`config.mk`:
```
export PLATFORM = sky130hd
export DESIGN_NAME = memory_responder_flat
export DESIGN_NICKNAME = d
export VERILOG_FILES = /design/src/rtl/memory_responder_if.sv /design/src/rtl/memory_responder.sv /design/src/flat_wrapper.sv
export SDC_FILE = /design/constraint.sdc
export NUM_CORES = 1
export LEC_CHECK = 0
export ABC_AREA = 1
export CAP_MARGIN = 40
export CORE_ASPECT_RATIO = 1.5
export CORE_UTILIZATION = 55
export CTS_CLUSTER_SIZE = 10
export DETAILED_ROUTE_END_ITERATION = 8
export PLACE_DENSITY = 0.75
export REMOVE_ABC_BUFFERS = 1
export SLEW_MARGIN = 25
export SYNTH_ARGS = -nofsm -noshare
export SYNTH_HDL_FRONTEND = slang
export SYNTH_SLANG_ARGS = --single-unit
```
`constraint.sdc`:
```
create_clock -name clk -period 6.7 [get_ports clk]
set_input_delay 0.67 -clock clk [delete_from_list [all_inputs] [get_ports clk]]
set_output_delay 0.67 -clock clk [all_outputs]
set_load 0.05 [all_outputs]
```
`src/rtl/memory_responder_if.sv`:
```
// Processor/loader memory port bundle for memory_responder.
// master = processor + loader side, slave = responder.
interface memory_responder_if;
  logic       mem_en;
  logic       mem_read;
  logic [6:0] mem_addr;
  logic [7:0] mem_wdata;
  logic [7:0] mem_rdata;
  logic       mem_ready;
  logic       busy;
  logic       load_we;
  logic [6:0] load_addr;
  logic [7:0] load_data;
  logic       load_ack;

  modport master (
    output mem_en, mem_read, mem_addr, mem_wdata, load_we, load_addr, load_data,
    input  mem_rdata, mem_ready, busy, load_ack
  );

  modport slave (
    input  mem_en, mem_read, mem_addr, mem_wdata, load_we, load_addr, load_data,
    output mem_rdata, mem_ready, busy, load_ack
  );
endinterface

```
`src/rtl/memory_responder.sv`:
```
// 128x8 RAM responder: accepts one request at a time, pulses mem_ready
// LATENCY cycles after acceptance; side loader writes only when fully idle.
module memory_responder #(
  parameter int unsigned LATENCY = 1,
  parameter int unsigned DEPTH   = 128
) (
  input logic          clk,
  input logic          rst_n,
  memory_responder_if.slave bus
);
  typedef enum logic [1:0] {S_IDLE, S_WAIT, S_RESP} state_t;

  localparam logic [3:0] LAT = 4'(LATENCY);

  state_t     state_q, state_d;
  logic [3:0] cnt_q, cnt_d;
  logic [6:0] addr_q, addr_d;
  logic       read_q, read_d;
  logic [7:0] wdata_q, wdata_d;
  logic [7:0] rdata_q, rdata_d;
  logic       load_ack_q, load_ack_d;

  logic [7:0] ram [DEPTH];
  logic       enter_resp;
  logic       ram_we;
  logic [6:0] ram_waddr;
  logic [7:0] ram_wdata;

  always_comb begin
    state_d    = state_q;
    cnt_d      = cnt_q;
    addr_d     = addr_q;
    read_d     = read_q;
    wdata_d    = wdata_q;
    rdata_d    = 8'h00;
    load_ack_d = 1'b0;
    enter_resp = 1'b0;
    case (state_q)
      S_IDLE: begin
        if (bus.mem_en) begin
          addr_d  = bus.mem_addr;
          read_d  = bus.mem_read;
          wdata_d = bus.mem_wdata;
          cnt_d   = LAT;
          if (LAT == 4'd0) begin
            state_d    = S_RESP;
            enter_resp = 1'b1;
          end else begin
            state_d = S_WAIT;
          end
        end else begin
          load_ack_d = bus.load_we;
        end
      end
      S_WAIT: begin
        cnt_d = 4'(cnt_q - 4'd1);
        if (cnt_q <= 4'd1) begin
          state_d    = S_RESP;
          enter_resp = 1'b1;
        end
      end
      S_RESP:  state_d = S_IDLE;
      default: state_d = S_IDLE;
    endcase

    // addr_d/read_d/wdata_d already carry the live request when LATENCY=0
    if (enter_resp && read_d) rdata_d = ram[addr_d];

    ram_we    = 1'b0;
    ram_waddr = addr_d;
    ram_wdata = wdata_d;
    if (enter_resp && !read_d) begin
      ram_we = 1'b1;
    end else if (load_ack_d) begin
      ram_we    = 1'b1;
      ram_waddr = bus.load_addr;
      ram_wdata = bus.load_data;
    end
  end

  always_ff @(posedge clk or negedge rst_n) begin
    if (!rst_n) begin
      state_q    <= S_IDLE;
      cnt_q      <= 4'd0;
      addr_q     <= 7'd0;
      read_q     <= 1'b0;
      wdata_q    <= 8'h00;
      rdata_q    <= 8'h00;
      load_ack_q <= 1'b0;
    end else begin
      state_q    <= state_d;
      cnt_q      <= cnt_d;
      addr_q     <= addr_d;
      read_q     <= read_d;
      wdata_q    <= wdata_d;
      rdata_q    <= rdata_d;
      load_ack_q <= load_ack_d;
    end
  end

  // RAM is not reset; the rst_n gate drops any write racing an active reset
  always_ff @(posedge clk) begin
    if (ram_we && rst_n) ram[ram_waddr] <= ram_wdata;
  end

  assign bus.mem_ready = (state_q == S_RESP);
  assign bus.mem_rdata = rdata_q;
  assign bus.busy      = (state_q != S_IDLE);
  assign bus.load_ack  = load_ack_q;
endmodule
```
`src/flat_wrapper.sv`:
```
// flat-port wrapper written by rule: the top's interface ports become plain ports
module memory_responder_flat 
#(
  parameter int unsigned LATENCY = 1,
  parameter int unsigned DEPTH   = 128
)
  (clk, rst_n, bus_mem_en, bus_mem_read, bus_mem_addr, bus_mem_wdata, bus_load_we, bus_load_addr, bus_load_data, bus_mem_rdata, bus_mem_ready, bus_busy, bus_load_ack);
  memory_responder_if bus_i ();
  input logic clk;
  input logic rst_n;
  input wire logic [$bits(bus_i.mem_en)-1:0] bus_mem_en;
  input wire logic [$bits(bus_i.mem_read)-1:0] bus_mem_read;
  input wire logic [$bits(bus_i.mem_addr)-1:0] bus_mem_addr;
  input wire logic [$bits(bus_i.mem_wdata)-1:0] bus_mem_wdata;
  input wire logic [$bits(bus_i.load_we)-1:0] bus_load_we;
  input wire logic [$bits(bus_i.load_addr)-1:0] bus_load_addr;
  input wire logic [$bits(bus_i.load_data)-1:0] bus_load_data;
  output wire logic [$bits(bus_i.mem_rdata)-1:0] bus_mem_rdata;
  output wire logic [$bits(bus_i.mem_ready)-1:0] bus_mem_ready;
  output wire logic [$bits(bus_i.busy)-1:0] bus_busy;
  output wire logic [$bits(bus_i.load_ack)-1:0] bus_load_ack;
  assign bus_i.mem_en = bus_mem_en;
  assign bus_i.mem_read = bus_mem_read;
  assign bus_i.mem_addr = bus_mem_addr;
  assign bus_i.mem_wdata = bus_mem_wdata;
  assign bus_i.load_we = bus_load_we;
  assign bus_i.load_addr = bus_load_addr;
  assign bus_i.load_data = bus_load_data;
  assign bus_mem_rdata = bus_i.mem_rdata;
  assign bus_mem_ready = bus_i.mem_ready;
  assign bus_busy = bus_i.busy;
  assign bus_load_ack = bus_i.load_ack;
  memory_responder #(.LATENCY(LATENCY), .DEPTH(DEPTH)) u_core (.clk(clk), .rst_n(rst_n), .bus(bus_i));
endmodule
```
==> impl_metrics.env, run 1 <==
export IMPL_synth_most_common_cell="nand2_1"
export IMPL_ys_ff_latch=1055
export IMPL_cts_buffers=116
export IMPL_grt_pass1_wl_mm=167.4
export IMPL_gp_congestion=0.9195
export IMPL_worst_pin_slew_ns=1.064
export IMPL_cp_depth=13
export IMPL_cts_tree="built"
export IMPL_finalSetupViolCount=0
export IMPL_core_um2=77730
export IMPL_vias=28980
export IMPL_worst_ep_required_time_ns=7.01
export IMPL_synth_compound_area_frac=0.007338
export IMPL_portBuffers=45
export IMPL_yosys_most_used_dff="edfxtp_1"
export IMPL_fmax_ghz=0.2187
export IMPL_power_clock_fraction=0.230
export IMPL_grt_pass1_vias=28400
export IMPL_ys_warnings_count=0
export IMPL_dp_cells=4610
export IMPL_rsz0062_at_grt="no"
export IMPL_fp_dieH_um=345.7
export IMPL_relSlewSlack=0.2910
export IMPL_fin_crit_sh=0.6826
export IMPL_synth_simple_gate_area_share=0.2288
export IMPL_startpoint="u_core.state_q[0]"
export IMPL_path_max_fanout=23
export IMPL_endpoint="u_core.ram[82][3]"
export IMPL_rr_worst_depth=13
export IMPL_synth_mux_area_frac=0
export IMPL_antenna_found_initial=2
export IMPL_path_cells="nor2_4 > nand2_2 > inv_2 > or2_1 > o21ai_4 > buf_16 > inv_2 > nand2_1 > o21ai_1 > inv_1 > nor2_1 > nand3_1 > nor2_1"
export IMPL_design_area_um2=47890
export IMPL_hp_class="in2async"
export IMPL_globalRouteTotalUtil=0.2807
export IMPL_yosys_area_share_adder=0.0005778
export IMPL_p_total_mw=24.00
export IMPL_swShare=0.4085
export IMPL_synth_area_leaders="edfxtp_1 71%, nand3_1 11%, nand2_1 9.8%"
export IMPL_setup_worst_path_end_class="register"
export IMPL_yosysTopAreaCell="edfxtp_1"
export IMPL_drc=0
export IMPL_antennaDiodeCount=0
export IMPL_ant_nets=0
export IMPL_synth_edff_count=1024
export IMPL_drt_total_wl_mm=111.5
export IMPL_die_x_um=231.1
export IMPL_clkTransAtPathRegs_ns=0.06
export IMPL_drt_first_pass_iters=6
export IMPL_htreeDepth=3
export IMPL_power_leakage_nw=16.79
export IMPL_reg2reg_from="u_core.state_q[0]"
export IMPL_peakVddDrop_mv=0.8974
export IMPL_p_switching_mw=9.804
export IMPL_yosysTopAreaCellShare=0.7100
export IMPL_synth_seq_area_share=0.7279
export IMPL_start_util=0.5572
export IMPL_skew_ns=0.02779
export IMPL_path_delay_family="simple AND/OR/NAND/NOR gates"
export IMPL_numClockSinks=1055
export IMPL_r2r_slack_ns=2.13
export IMPL_post_route_min_period_ns=4.573
export IMPL_avgSynthCellArea_um2=11.58
export IMPL_cp_slowest_cell="nor2_1"
export IMPL_rr_endpoint="u_core.ram[82][3]"
export IMPL_ctsRootBufferMaster="clkbuf_16"
export IMPL_drive_gt1_frac=0.05494
export IMPL_hold_violations=0
export IMPL_insertion_delay_ns=0.69
export IMPL_power_density_nw_per_um2=501.1
export IMPL_max_stage_delay_ns=0.68
export IMPL_critPathLaunchType="register"
export IMPL_post_drt_via_cell_ratio=6.057
export IMPL_syn_area_um2=43310
export IMPL_p_int_mw=14.20
export IMPL_placed_cell_area_um2=44640
export IMPL_syn_to_final_growth_pct=10.58
export IMPL_worst_ep_arrival_time_ns=4.89
export IMPL_path_class="reg2reg"
export IMPL_final_max_slew_viol_count=0
export IMPL_syn_inst=3741
export IMPL_drv_cap=0
export IMPL_comb_power_share=0.407
export IMPL_io_pins=46
export IMPL_ys_async_sr_fraction=0.02938
export IMPL_drt_initial_drc_count=3756
export IMPL_grt_max_degree=236
export IMPL_synth_commonest_cells="1129 x nand2_1, 1024 x edfxtp_1, 988 x nand3_1"
export IMPL_tns_ns=0
export IMPL_synth_top_family_by_area="simple AND/OR/NAND/NOR gates"
export IMPL_num_rows=125
export IMPL_pwr_share_seq=0.363
export IMPL_hpwl_mm=62.61
export IMPL_synth_xor_xnor_area_share=0.0002022
export IMPL_instances_no_fill=4784
export IMPL_grt_ovfl_total=0
export IMPL_yosys_cell_types_count=29
export IMPL_die_area_um2=79890
export IMPL_fin_nets=3753
export IMPL_path_buf_inv=4
export IMPL_status="completed"
export IMPL_wl_per_cell_um=23.30
export IMPL_cts_buffer_depth=3
how the worst min path moves through the flow:
stage	cells after the start	slack, ns	to	from
finish	2	0.39	u_core.cnt_q[3]	rst_n
global route	2	0.40	u_core.cnt_q[3]	rst_n
CTS	1	0.08	u_core.bus.load_ack	rst_n
detailed placement	1	0.51	u_core.cnt_q[3]	u_core.cnt_q[3]
global placement	1	0.49	u_core.cnt_q[3]	u_core.cnt_q[3]
floorplan	0	0.37	u_core.addr_q[0]	rst_n
per-layer routing:
metal  share of wire  vias to the layer above  track usage
met5         0.00011                        -            0
met4           0.061                        2       0.1700
met3           0.087                      374      0.03834
met2            0.50                     1664       0.4718
met1            0.35                    13890       0.3444
li1                -                    13040            -
stage by stage:
| step | utilization | setup slack (ns) | hold slack, ns |
|---|---|---|---|
| after floorplan | - | -2.871 | 0.3744 |
| after global placement | 0.5729 | 1.695 | 0.4859 |
| after detailed placement | 0.5742 | 1.573 | 0.5064 |
| after CTS | 0.6150 | 2.185 | 0.07960 |
| after global routing | 0.6161 | 1.820 | 0.4006 |
| final | 0.6161 | 2.127 | 0.3933 |
layout make-up:
| type | count | area [um2] |
|---|---|---|
| inverter | 98 | 370.4 |
| tap | 1016 | 1271 |
| fill | 5670 | 29840 |
| multi-input combinational | 2351 | 10440 |
| clock inverter | 5 | 61.31 |
| sequential | 1055 | 31530 |
| timing repair buffer | 94 | 1116 |
| clock buffer | 165 | 3108 |
power by group through the flow:
| stage | Clock, mW | Combinational, mW | Sequential (mW) |
|---|---|---|---|
| after floorplan | 0 | 6.21 | 9.20 |
| after global placement | 0 | 9.29 | 8.84 |
| after detailed placement | 0 | 9.52 | 8.84 |
| after CTS | 5.54 | 9.57 | 8.71 |
| after global routing | 5.81 | 10.4 | 8.72 |
| final | 5.52 | 9.76 | 8.71 |
timing repair:
action | 4_1_cts | 5_1_grt
endpoints found under the hold margin | 0 | 7
resized for setup | 0 | 0
setup buffers | 0 | 0
hold buffers | 0 | 1
registers in the layout (all words and copies together), names as in the netlist:
register	cells
u_core.addr_q	7
u_core.bus.load_ack	1
u_core.bus.mem_rdata	8
u_core.cnt_q	4
u_core.ram	1024
u_core.read_q	1
u_core.state_q	2
u_core.wdata_q	8
cells by family (layout without fill, tap and decap cells):
group	count (synthesis)	in the layout
simple gates	2300	2300
flops	1055	1055
buf+inv	335	362
compound gates	48	48
fa+ha+maj	2	2
xor+xnor	1	1
cells in the final DEF (no fill, tap or decap), drive strengths merged:
cell type / n
dfrtp: 31
nand2: 1132
a21boi: 1
buf: 49
a31oi: 8
clkdlybuf4s50: 44
ha: 2
dlygate4sd3: 1
a21oi: 5
nor3: 1
edfxtp: 1024
nand3: 988
or2: 5
o211ai: 14
clkbuf: 165
clkinv: 2
bufinv: 1
inv: 100
o21ai: 20
xnor2: 1
nor2: 174
Note: power is estimated with default switching activity, not from simulation.
==> inputs of run 2 (changes only) <==
Settings changed: PLACE_DENSITY 0.75 to 0.78.
Clock period 6.7 ns to 4 ns, I/O delays scaled along.
==> run 2 against run 1 <==
Against the previous run:
- flip-flop and latch count unchanged
- sequential power increased by 68%
- worst setup slack got worse by 1.4 ns
- critical path type unchanged
- total power increased by 69%
- utilization increased by 1.6 points
- clock power increased by 67%
- non-clock buffer count increased by 147
- hold slack got worse by 0.14 ns
- cell area increased by 2.7%
- die area unchanged
- largest power group unchanged
- via count increased by 2.5%
==> impl_metrics.env, run 2 (synthesized netlist as in run 1, its figures left out) <==
export IMPL_max_stage_delay_ns=0.64
export IMPL_cts_buffer_depth=3
export IMPL_final_max_slew_viol_count=0
export IMPL_peakVddDrop_mv=1.537
export IMPL_setup_worst_path_end_class="register"
export IMPL_fp_dieH_um=345.7
export IMPL_hold_violations=0
export IMPL_finalSetupViolCount=0
export IMPL_path_max_fanout=9
export IMPL_hold_ws_ns=0.2570
export IMPL_die_area_um2=79890
export IMPL_clkTransAtPathRegs_ns=0.05
export IMPL_worst_pin_slew_ns=0.8554
export IMPL_drc=0
export IMPL_vias=29690
export IMPL_rr_endpoint="u_core.ram[35][2]"
export IMPL_post_route_min_period_ns=3.313
export IMPL_core_um2=77730
export IMPL_gp_congestion=0.8878
export IMPL_final_cell_mix="1127 x nand2_1, 1024 x edfxtp_1, 987 x nand3_1"
export IMPL_cp_slowest_cell="nor2_1"
export IMPL_path_cells="nor2_4 > nand2_2 > inv_2 > or2_2 > o21ai_4 > inv_2 > nand2_1 > o21ai_1 > nor2_1 > nand2_1 > nor2_1"
export IMPL_ctsRootBufferMaster="clkbuf_16"
export IMPL_critPathLaunchType="register"
export IMPL_drive_gt1_frac=0.09135
export IMPL_power_leakage_nw=17.63
export IMPL_drt_initial_drc_count=4053
export IMPL_die_x_um=231.1
export IMPL_met2_length_mm=55.07
export IMPL_startpoint="u_core.state_q[0]"
export IMPL_fmax_ghz=0.3018
export IMPL_grt_pass1_vias=29190
export IMPL_relSlewSlack=0.4297
export IMPL_fin_nets=3900
export IMPL_m1WireLength_mm=38.71
export IMPL_grt_ovfl_total=0
export IMPL_route_met3_wl_mm=10.77
export IMPL_drt_total_wl_mm=111.0
export IMPL_wl_per_cell_um=22.54
export IMPL_globalRouteTotalUtil=0.2793
export IMPL_grt_pass1_wl_mm=168.1
export IMPL_skew_ns=0.02650
export IMPL_drt_first_pass_iters=6
export IMPL_worst_ep_required_time_ns=4.30
export IMPL_reg2reg_from="u_core.state_q[0]"
export IMPL_largest_register="u_core.ram"
export IMPL_rr_worst_depth=11
export IMPL_top_layer_used="met4"
export IMPL_ant_nets=0
export IMPL_rsz0062_at_grt="no"
export IMPL_portBuffers=45
export IMPL_power_density_nw_per_um2=825.9
export IMPL_status="completed"
export IMPL_fin_crit_sh=0.8283
export IMPL_path_class="reg2reg"
export IMPL_postCtsSetupBuffers=0
export IMPL_drv_cap=0
export IMPL_post_drt_via_cell_ratio=6.030
export IMPL_endpoint="u_core.ram[35][2]"
export IMPL_hp_class="in2reg"
export IMPL_num_rows=125
export IMPL_start_util=0.5572
export IMPL_worst_ep_arrival_time_ns=3.62
export IMPL_cts_tree="built"
export IMPL_antenna_found_initial=1
export IMPL_insertion_delay_ns=0.69
export IMPL_r2r_slack_ns=0.69
export IMPL_hpwl_mm=65.03
export IMPL_numClockSinks=1055
export IMPL_mostFrequentLayoutCell="nand2_1"
export IMPL_cts_buffers=116
export IMPL_hold_path_depth=3
export IMPL_antennaDiodeCount=0
export IMPL_io_pins=46
export IMPL_fill_cells=5486
export IMPL_placed_cell_area_um2=46000
export IMPL_htreeDepth=3
export IMPL_largest_reg_flops=1024
export IMPL_grt_max_degree=144
export IMPL_syn_to_final_growth_pct=13.54
export IMPL_final_core_util=0.6326
export IMPL_design_area_um2=49170
[run 2: layer usage]
metal,track usage,up-vias
li1,-,13320
met1,0.3497,14160
met2,0.4626,1861
met3,0.04205,359
met4,0.1612,0
met5,0,-
[run 2: area by class of cell]
class	instances	area, um2	area share
clock inverter	8	71.32	0.001450
inverter	98	370.4	0.007532
clock buffer	155	3092	0.06288
multi-input combinational	2351	10430	0.2122
tap	1016	1271	0.02585
timing repair buffer	241	2407	0.04896
sequential	1055	31530	0.6412
[run 2: stage by stage]
step	total power, mW	setup WS (ns)	setup TNS (ns)	instances
after global placement	30.85	0.3942	0	4760
after CTS	40.39	0.7911	0	4924
after floorplan	24.38	-5.472	-5235.70	3504
final	40.61	0.6866	0	4924
after global routing	42.23	0.5203	0	4924
after detailed placement	31.20	0.3139	0	4760
[run 2: where the power goes]
| group | switching (mW) | internal (mW) | total, mW |
|---|---|---|---|
| clock network | 3.94 | 5.29 | 9.22 |
| logic | 12.4 | 4.46 | 16.8 |
| registers | 0.106 | 14.4 | 14.6 |
| total | 16.4 | 24.2 | 40.6 |
[run 2: critical path, delay by kind of cell, from the launching register on]
kind	cells	cell delay, ns
and+or+nand+nor	7	2.13
DFF	1	0.41
buffers and inverters	2	0.20
AOI/OAI and AO/OA	2	0.19
[run 2: how the worst min path moves through the flow]
| stage | startpoint | to | slack, ns |
|---|---|---|---|
| floorplan | rst_n | u_core.addr_q[0] | 0.10 |
| global route | bus_load_we | u_core.bus.load_ack | 0.29 |
| CTS | bus_load_we | u_core.bus.load_ack | 0.24 |
| global placement | rst_n | u_core.wdata_q[4] | 0.46 |
| finish | bus_load_we | u_core.bus.load_ack | 0.26 |
| detailed placement | rst_n | u_core.wdata_q[4] | 0.47 |
[run 2: what timing repair did]
action,4_1_cts,5_1_grt
endpoints found under the setup margin,0,0
endpoints found under the hold margin,31,0
resized for setup,0,0
hold buffers,1,0
